===== src/rtl/fifo4_rr_arbiter_if.sv =====
// Handshake bundle for the two-writer, one-reader FIFO controller:
// two producer request/grant/data groups, the consumer read port and status.
interface fifo4_rr_arbiter_if #(
    parameter int DW    = 8,
    parameter int DEPTH = 4
);
    localparam int PW = $clog2(DEPTH);

    logic          req0;
    logic [DW-1:0] data0;
    logic          gnt0;
    logic          req1;
    logic [DW-1:0] data1;
    logic          gnt1;
    logic          rd_en;
    logic [DW-1:0] rd_data;
    logic          rd_valid;
    logic [PW:0]   count;
    logic          full;
    logic          empty;
    logic          err;

    // Driver side: producers and consumer
    modport master (
        output req0, data0, req1, data1, rd_en,
        input  gnt0, gnt1, rd_data, rd_valid, count, full, empty, err
    );

    // Controller side
    modport slave (
        input  req0, data0, req1, data1, rd_en,
        output gnt0, gnt1, rd_data, rd_valid, count, full, empty, err
    );
endinterface


===== src/rtl/fifo4_rr_arbiter.sv =====
// Two-writer, one-reader FIFO controller. A round-robin arbiter shares the
// single write port between producer 0 and producer 1; the consumer drains
// through a registered read port. Grants are combinational so a producer
// sees in the same cycle that its word is taken at the coming edge.
module fifo4_rr_arbiter #(
    parameter int DW    = 8,
    parameter int DEPTH = 4
) (
    input  logic                 clk,
    input  logic                 reset,
    fifo4_rr_arbiter_if.slave    bus
);
    localparam int PW = $clog2(DEPTH);
    localparam logic [PW:0] FULL_CNT = (PW+1)'(DEPTH);

    // Arbiter state: index of the most recent winner
    typedef enum logic {
        LAST0 = 1'b0,
        LAST1 = 1'b1
    } last_t;

    last_t         last_q, last_d;
    logic [DW-1:0] mem_q [DEPTH];
    logic [PW-1:0] wr_ptr_q, wr_ptr_d;
    logic [PW-1:0] rd_ptr_q, rd_ptr_d;
    logic [PW:0]   count_q, count_d;
    logic [DW-1:0] rd_data_q, rd_data_d;
    logic          rd_valid_q, rd_valid_d;
    logic          err_q, err_d;

    logic          gnt0_s, gnt1_s;
    logic          wr_en_s;
    logic          rd_fire_s;
    logic [DW-1:0] wr_data_s;
    logic          full_s, empty_s;

    assign full_s    = (count_q == FULL_CNT);
    assign empty_s   = (count_q == '0);
    assign wr_en_s   = gnt0_s | gnt1_s;
    assign rd_fire_s = bus.rd_en & ~empty_s & ~reset;

    // Round-robin grant: no grant during reset or while full; a tie goes
    // to the producer that did not win last time
    always_comb begin
        gnt0_s = 1'b0;
        gnt1_s = 1'b0;
        if (reset || full_s) begin
            gnt0_s = 1'b0;
            gnt1_s = 1'b0;
        end else if (bus.req0 && bus.req1) begin
            if (last_q == LAST1) begin
                gnt0_s = 1'b1;
            end else begin
                gnt1_s = 1'b1;
            end
        end else if (bus.req0) begin
            gnt0_s = 1'b1;
        end else if (bus.req1) begin
            gnt1_s = 1'b1;
        end else begin
            gnt0_s = 1'b0;
            gnt1_s = 1'b0;
        end
    end

    // Select the winning producer's word for the write port
    always_comb begin
        wr_data_s = bus.data0;
        if (gnt1_s) begin
            wr_data_s = bus.data1;
        end else begin
            wr_data_s = bus.data0;
        end
    end

    // Next-state for arbiter, pointers, occupancy and the read port
    always_comb begin
        last_d     = last_q;
        wr_ptr_d   = wr_ptr_q;
        rd_ptr_d   = rd_ptr_q;
        count_d    = count_q;
        rd_data_d  = rd_data_q;
        rd_valid_d = 1'b0;
        err_d      = 1'b0;

        if (gnt0_s) begin
            last_d = LAST0;
        end else if (gnt1_s) begin
            last_d = LAST1;
        end else begin
            last_d = last_q;
        end

        if (wr_en_s) begin
            wr_ptr_d = wr_ptr_q + PW'(1);
        end else begin
            wr_ptr_d = wr_ptr_q;
        end

        if (rd_fire_s) begin
            rd_ptr_d   = rd_ptr_q + PW'(1);
            rd_data_d  = mem_q[rd_ptr_q];
            rd_valid_d = 1'b1;
        end else begin
            rd_ptr_d   = rd_ptr_q;
            rd_data_d  = rd_data_q;
            rd_valid_d = 1'b0;
        end

        // Underflow flag: a pop request that finds the FIFO empty
        if (bus.rd_en && empty_s) begin
            err_d = 1'b1;
        end else begin
            err_d = 1'b0;
        end

        // Simultaneous write and pop leave occupancy unchanged
        case ({wr_en_s, rd_fire_s})
            2'b10:   count_d = count_q + (PW+1)'(1);
            2'b01:   count_d = count_q - (PW+1)'(1);
            default: count_d = count_q;
        endcase
    end

    // State registers with synchronous reset; reset suppresses all activity
    always_ff @(posedge clk) begin
        if (reset) begin
            last_q     <= LAST1;
            wr_ptr_q   <= '0;
            rd_ptr_q   <= '0;
            count_q    <= '0;
            rd_data_q  <= '0;
            rd_valid_q <= 1'b0;
            err_q      <= 1'b0;
        end else begin
            last_q     <= last_d;
            wr_ptr_q   <= wr_ptr_d;
            rd_ptr_q   <= rd_ptr_d;
            count_q    <= count_d;
            rd_data_q  <= rd_data_d;
            rd_valid_q <= rd_valid_d;
            err_q      <= err_d;
        end
    end

    // Storage array; contents are deliberately left untouched by reset
    always_ff @(posedge clk) begin
        if (wr_en_s) begin
            mem_q[wr_ptr_q] <= wr_data_s;
        end
    end

    assign bus.gnt0     = gnt0_s;
    assign bus.gnt1     = gnt1_s;
    assign bus.rd_data  = rd_data_q;
    assign bus.rd_valid = rd_valid_q;
    assign bus.count    = count_q;
    assign bus.full     = full_s;
    assign bus.empty    = empty_s;
    assign bus.err      = err_q;
endmodule


===== src/flat_wrapper.sv =====
// flat-port wrapper written by rule: the top's interface ports become plain ports
module fifo4_rr_arbiter_flat 
#(
    parameter int DW    = 8,
    parameter int DEPTH = 4
)
  (clk, reset, bus_req0, bus_data0, bus_req1, bus_data1, bus_rd_en, bus_gnt0, bus_gnt1, bus_rd_data, bus_rd_valid, bus_count, bus_full, bus_empty, bus_err);
  fifo4_rr_arbiter_if #(.DW(DW), .DEPTH(DEPTH)) bus_i ();
  input  logic clk;
  input  logic reset;
  input wire logic [$bits(bus_i.req0)-1:0] bus_req0;
  input wire logic [$bits(bus_i.data0)-1:0] bus_data0;
  input wire logic [$bits(bus_i.req1)-1:0] bus_req1;
  input wire logic [$bits(bus_i.data1)-1:0] bus_data1;
  input wire logic [$bits(bus_i.rd_en)-1:0] bus_rd_en;
  output wire logic [$bits(bus_i.gnt0)-1:0] bus_gnt0;
  output wire logic [$bits(bus_i.gnt1)-1:0] bus_gnt1;
  output wire logic [$bits(bus_i.rd_data)-1:0] bus_rd_data;
  output wire logic [$bits(bus_i.rd_valid)-1:0] bus_rd_valid;
  output wire logic [$bits(bus_i.count)-1:0] bus_count;
  output wire logic [$bits(bus_i.full)-1:0] bus_full;
  output wire logic [$bits(bus_i.empty)-1:0] bus_empty;
  output wire logic [$bits(bus_i.err)-1:0] bus_err;
  assign bus_i.req0 = bus_req0;
  assign bus_i.data0 = bus_data0;
  assign bus_i.req1 = bus_req1;
  assign bus_i.data1 = bus_data1;
  assign bus_i.rd_en = bus_rd_en;
  assign bus_gnt0 = bus_i.gnt0;
  assign bus_gnt1 = bus_i.gnt1;
  assign bus_rd_data = bus_i.rd_data;
  assign bus_rd_valid = bus_i.rd_valid;
  assign bus_count = bus_i.count;
  assign bus_full = bus_i.full;
  assign bus_empty = bus_i.empty;
  assign bus_err = bus_i.err;
  fifo4_rr_arbiter #(.DW(DW), .DEPTH(DEPTH)) u_core (.clk(clk), .reset(reset), .bus(bus_i));
endmodule

===== config.mk =====
export PLATFORM = sky130hd
export DESIGN_NAME = fifo4_rr_arbiter_flat
export DESIGN_NICKNAME = d
export VERILOG_FILES = /design/src/rtl/fifo4_rr_arbiter_if.sv /design/src/rtl/fifo4_rr_arbiter.sv /design/src/flat_wrapper.sv
export SDC_FILE = /design/constraint.sdc
export NUM_CORES = 1
export LEC_CHECK = 0
export ABC_AREA = 1
export BUFFER_PORTS_ARGS = -buffer_cell sky130_fd_sc_hd__buf_2
export CAP_MARGIN = 0
export CORE_ASPECT_RATIO = 0.5
export CORE_UTILIZATION = 50
export DETAILED_ROUTE_END_ITERATION = 6
export PLACE_DENSITY = 0.83
export SETUP_SLACK_MARGIN = 0.15
export SLEW_MARGIN = 20
export SYNTH_ARGS = -nofsm -noshare
export SYNTH_HDL_FRONTEND = slang
export SYNTH_SLANG_ARGS = --single-unit

===== constraint.sdc =====
create_clock -name clk -period 2.48 [get_ports clk]
set_input_delay 0.248 -clock clk [delete_from_list [all_inputs] [get_ports clk]]
set_output_delay 0.248 -clock clk [all_outputs]
set_load 0.01 [all_outputs]

* Word level (Yosys, flattened, before mapping)
Memories as Yosys holds them, arrays and structs flattened. A register that Yosys moved wholly into a read port is not among the register bits.
Cells that the tools add are included.
** Storage, ports and cells
- Bits in registers :: 10
- Latch bits :: 0
- Bits in writable memories :: 32
- Bits in read-only memories :: 0
- Output and inout bits :: 17
- Word-level logic and storage cells :: 42
- Memories :: 1
** Operators by class
- $add $sub $neg :: 4
- Multiply operators :: 0
- Divide/modulo/power cells :: 0
- Order comparisons :: 0
- Equality and inequality tests :: 3
- Shift operators :: 0
- Multiplexer cells :: 17
- Bitwise operators :: 5
- Reductions and logical operators :: 6
** Memory list
- u_core.mem_q :: words 4, width 8, rd ports 1, clocked after Yosys merged registers in 1, wr ports 1, RTL line fifo4_rr_arbiter.sv:23 : logic [DW-1:0] mem_q [DEPTH];
** Operator list (count)
- 1-bit 2-to-1 mux :: 15
- 8-bit 2-to-1 mux :: 1
- 3-bit one-hot mux with 2 select lines :: 1
- 2-bit by 1-bit adder with 2-bit output (second input constant) :: 2
- 2-bit nonzero test :: 2
- 3-bit by 1-bit adder with 3-bit output (second input constant) :: 1
- 3-bit == test (second input constant) :: 1
- 3-bit logical NOT :: 1
- 3-bit by 1-bit subtractor with 3-bit output (second input constant) :: 1
- 1-bit bitwise AND :: 2
- 2-bit by 1-bit == test with 1-bit output (second input constant) :: 1
- 2-bit == test (second input constant) :: 1
- 1-bit logical AND :: 2
- 1-bit inverter :: 2
- 1-bit logical OR :: 1
- 1-bit OR :: 1

* Logic depth before layout (Yosys ltp)
- Depth after elaboration :: 7
- Mapped depth :: 13

* Least setup slack after synthesis
No wires, ideal clock.
- Path type :: register -> register
- Start :: reg u_core.count_q[2] (netlist: u_core.bus.count[2])
- End :: reg u_core.count_q[2] (netlist: u_core.bus.count[2])
- Data arrival time :: 1.727 ns
- Slack :: 0.634 ns
- Cell stages (with the launch flop) :: 13
- Buffers on the path :: 1
- Clock period less this slack :: 1.846 ns
- Path through :: dfxtp_1 inv_2 nand2_2 nand3_2 inv_2 buf_6 ha_1 inv_1 fa_1 nand2_1 nand3_1 o21ai_0 a21oi_1
** Between the ends
- Cells in the longest elaborated chain, start to end :: 6
- Elaborated cells between the ends (all ways) :: 15
** Ends and longest elaborated chain
- start, declared :: RTL line fifo4_rr_arbiter.sv:26 : logic [PW:0] count_q, count_d;
- start signal, assigned :: RTL line fifo4_rr_arbiter.sv:139 : count_q <= count_d;
- 3-bit logical NOT * :: RTL line fifo4_rr_arbiter.sv:38 : assign empty_s = (count_q == '0);
- 1-bit inverter * :: RTL line fifo4_rr_arbiter.sv:40 : assign rd_fire_s = bus.rd_en & ~empty_s & ~reset;
- 1-bit bitwise AND * (2 in series) :: RTL line fifo4_rr_arbiter.sv:40
- net u_core.rd_fire_s :: RTL line fifo4_rr_arbiter.sv:33 : logic rd_fire_s;
- 2-bit by 1-bit == test with 1-bit output / 2-bit == test (equally long branches) :: RTL line fifo4_rr_arbiter.sv:118 : case ({wr_en_s, rd_fire_s})
- 3-bit one-hot mux with 2 select lines / 2-bit nonzero test (equally long branches)
Mark *: on every way through the listed nets, which the timed path passes. The rest lies on a longest branch.
A chain may end at the register's enable or synchronous reset.

* Worst setup path after layout
- Start :: reg u_core.count_q[2] (netlist: u_core.bus.count[2])
- End :: reg u_core.count_q[2] (netlist: u_core.bus.count[2])
** Between the ends
- Cells in the longest elaborated chain, start to end :: 6
- Elaborated cells between the ends (all ways) :: 15
** Ends and longest elaborated chain (RTL line)
- 3-bit == test / 3-bit logical NOT (equally long branches) :: fifo4_rr_arbiter.sv:37, fifo4_rr_arbiter.sv:38
- 1-bit logical OR / 1-bit inverter (equally long branches) :: fifo4_rr_arbiter.sv:47, fifo4_rr_arbiter.sv:40
- 1-bit 2-to-1 mux / 1-bit bitwise AND (equally long branches) :: fifo4_rr_arbiter.sv:47, fifo4_rr_arbiter.sv:40
- 1-bit OR / 1-bit bitwise AND (equally long branches) :: fifo4_rr_arbiter.sv:39, fifo4_rr_arbiter.sv:40
- 2-bit by 1-bit == test with 1-bit output / 2-bit == test (equally long branches) :: fifo4_rr_arbiter.sv:118
- 3-bit one-hot mux with 2 select lines / 2-bit nonzero test (equally long branches)
Several ways; a longest one is shown, not always the timed one.

==> impl_metrics.json <==
{
  "power_mw": 1.89,
  "worstSetupPathType": "register to register",
  "start_util": 0.541,
  "synth_fa_ha_area_frac": 0.0378,
  "dr.pass1.iters": 4,
  "post_cts_buffers": 0,
  "clock_latency_ns": 0.31,
  "rrSetupSlack_ns": 0.33,
  "holdWs_ns": 0.154,
  "nFillCells": 339,
  "syn_nets": 244,
  "synth_top_family_by_area": "simple AND/OR/NAND/NOR gates",
  "grt_use_total": 0.209,
  "fmax_mhz": 466,
  "overflow": 0,
  "place_congestion": 0.733,
  "htreeDepth": 2,
  "post_cts_resized": 0,
  "synthMuxAreaShare": 0,
  "layout.nets": 286,
  "p_per_area_mw_per_mm2": 749,
  "tritoncts": "built",
  "final_max_slew_viol_count": 0,
  "arrival_ns": 2.36,
  "cts_buffers": 5,
  "port_buffers": 37,
  "die_area_sq_mm": 0.00466,
  "end_kind": "register",
  "clock-sinks": 50,
  "yosys.area.top_type": "edfxtp_1",
  "core_sq_mm": 0.00404,
  "peakVddDrop_v": 0.000285,
  "hold_path_class": "input pin to register",
  "cts_buffer_depth": 2,
  "areaGrowthSynthToFinish_pct": 15.7,
  "worst_slew_pin_slew_ns": 0.428,
  "fin_ws_ns": 0.334,
  "leakagePower_nw": 1.14,
  "cap_viol_max_count": 0,
  "wl_per_cell_um": 14.0,
  "final_layout_size_suffix_gt1_frac": 0.265,
  "vias": 1608,
  "synth.area.top_cells": "edfxtp_1 44%, dfxtp_1 16%, nand2_1 8.2%, o21ai_0 4.4%, nor2_1 4.1%",
  "synthXorXnorAreaFrac": 0.00401,
  "final_util": 0.625,
  "post-route-drc-count": 0,
  "ys_seq_area_frac": 0.604,
  "place_ws_ns": 0.355,
  "syn_area_sq_mm": 0.00219,
  "fin_crit_sh": 0.865,
  "die_y_um": 48.8,
  "finalHoldViolCount": 0,
  "vias_per_cell": 5.12,
  "dp_hpwl_mm": 3.12,
  "antenna-diode-count": 0,
  "die_x_um": 95.5,
  "rows": 16,
  "antenna_found_initial": 0,
  "synth-seq-cells": 50,
  "drt_iter0_drc": 84,
  "ant_nets": 0,
  "fin_setup_tns_ns": 0,
  "critPathLaunchType": "register",
  "status": "finished, final reports clean",
  "io_pins": 38,
  "fin_skew_ns": 0.00847,
  "critical_path_peak_fanout": 12,
  "synth.distinct_cells": 24,
  "yosysWarnings": 0,
  "grt_first_pass_wirelength_mm": 6.97,
  "cp.required_ns": 2.69,
  "path_clk_slew_ns": 0.09,
  "avgSynthCellArea_sq_um": 10.1,
  "grt_max_degree": 18,
  "rsz0062_at_grt": "no",
  "finalCriticalPeriod_ns": 2.15,
  "cts_root_buf": "clkbuf_8",
  "cts_hold_buf": 0,
  "slew_headroom": 0.714,
  "synthesis.instances": 217,
  "setup_viol_count_final": 0,
  "synth_compound_area_frac": 0.100,
  "grt_pass1_vias": 1470,
  "routed_wirelength_mm": 4.40,
  "synthSimpleGateAreaFrac": 0.179,
  "synth_top_area_share": 0.440
}
[final timing paths]
kind / endpoint / cells past startpoint / from
min reg2reg: u_core.bus.rd_data[7]$_SDFFE_PP0P_ / 2 / u_core.bus.rd_data[7]$_SDFFE_PP0P_
min: u_core.rd_ptr_q[0]$_SDFFE_PP0P_ / 2 / reset
max: u_core.bus.count[2]$_SDFFE_PP0P_ / 11 / u_core.bus.count[2]$_SDFFE_PP0P_
max reg2reg: u_core.bus.count[2]$_SDFFE_PP0P_ / 11 / u_core.bus.count[2]$_SDFFE_PP0P_
[state kept, by name (all words and copies together) (netlist names)]
| name | cells |
|---|---|
| u_core.bus.count | 3 |
| u_core.bus.err | 1 |
| u_core.bus.rd_data | 8 |
| u_core.bus.rd_valid | 1 |
| u_core.last_q | 1 |
| u_core.mem_q | 32 |
| u_core.rd_ptr_q | 2 |
| u_core.wr_ptr_q | 2 |
[kinds of logic after synthesis]
group	Yosys count
fa+ha+maj	6
xor+xnor	1
buf+inv	32
simple gates	91
compound gates	37
flops	50
[cells in the mapped netlist]
cell      count
inv_1        18
buf_4         3
dfxtp_1      18
nand2_1      48
ha_1          5
o22ai_1       8
fa_1          1
inv_2         6
nand3_1      11
buf_2         1
o21ai_2       1
nor2_2        1
o21ai_0      19
nand3_2       3
buf_6         4
nor2_1       24
nor2_4        1
edfxtp_1     32
nand2_2       3
xor2_1        1
a21oi_2       2
a21oi_1       5
a21oi_4       1
a31oi_1       1
[critical path: stages, from the launching register on]
cell and delay, ns:
dfxtp_1 0.41, inv_2 0.07, nand2_2 0.09, nand3_2 0.21
inv_2 0.24, ha_1 0.20, inv_1 0.07, fa_1 0.38
nand2_1 0.08, nand3_1 0.08, o21ai_0 0.17, a21oi_1 0.06
[layer usage]
metal  GRT usage  part of all wire  vias up
met2       0.320              0.45       55
met1       0.273              0.44      737
met4      0.0846             0.023        0
met5           0                 0        -
met3      0.0692             0.081       12
li1            -                 -      804
[through the flow]
step | area (sq um) | std cells
after floorplan | 2190 | 217
after global routing | 2530 | 314
after global placement | 2410 | 306
after detailed placement | 2410 | 306
after CTS | 2530 | 314
final | 2530 | 314
[cell type report]
class                   count  area, sq um  share of cell area
clock buffers               5         68.8              0.0272
flip-flops and latches     50         1320               0.523
clock inverters             3         48.8              0.0193
inverters                  24         90.1              0.0356
well taps                  54         67.6              0.0267
multi-input cells         135          702               0.278
repair buffers             43          230              0.0910
[cells in the final DEF (no fill, tap or decap), types with 2 or more instances in the layout]
master     n
a21oi_1    5
a21oi_2    2
buf_2     37
buf_4      6
clkbuf_8   5
dfxtp_1   18
edfxtp_1  32
ha_1       5
inv_1     18
inv_2      6
nand2_1   48
nand2_2    3
nand3_1   11
nand3_2    3
nor2_1    24
o21ai_0   19
o22ai_1    8
[power by group]
group          leakage [nW]  internal (mW)  switching, mW
sequential            0.440          0.954         0.0372
combinational         0.640          0.111          0.194
clock                0.0563          0.307          0.290
(Power assumes the default switching activity.)
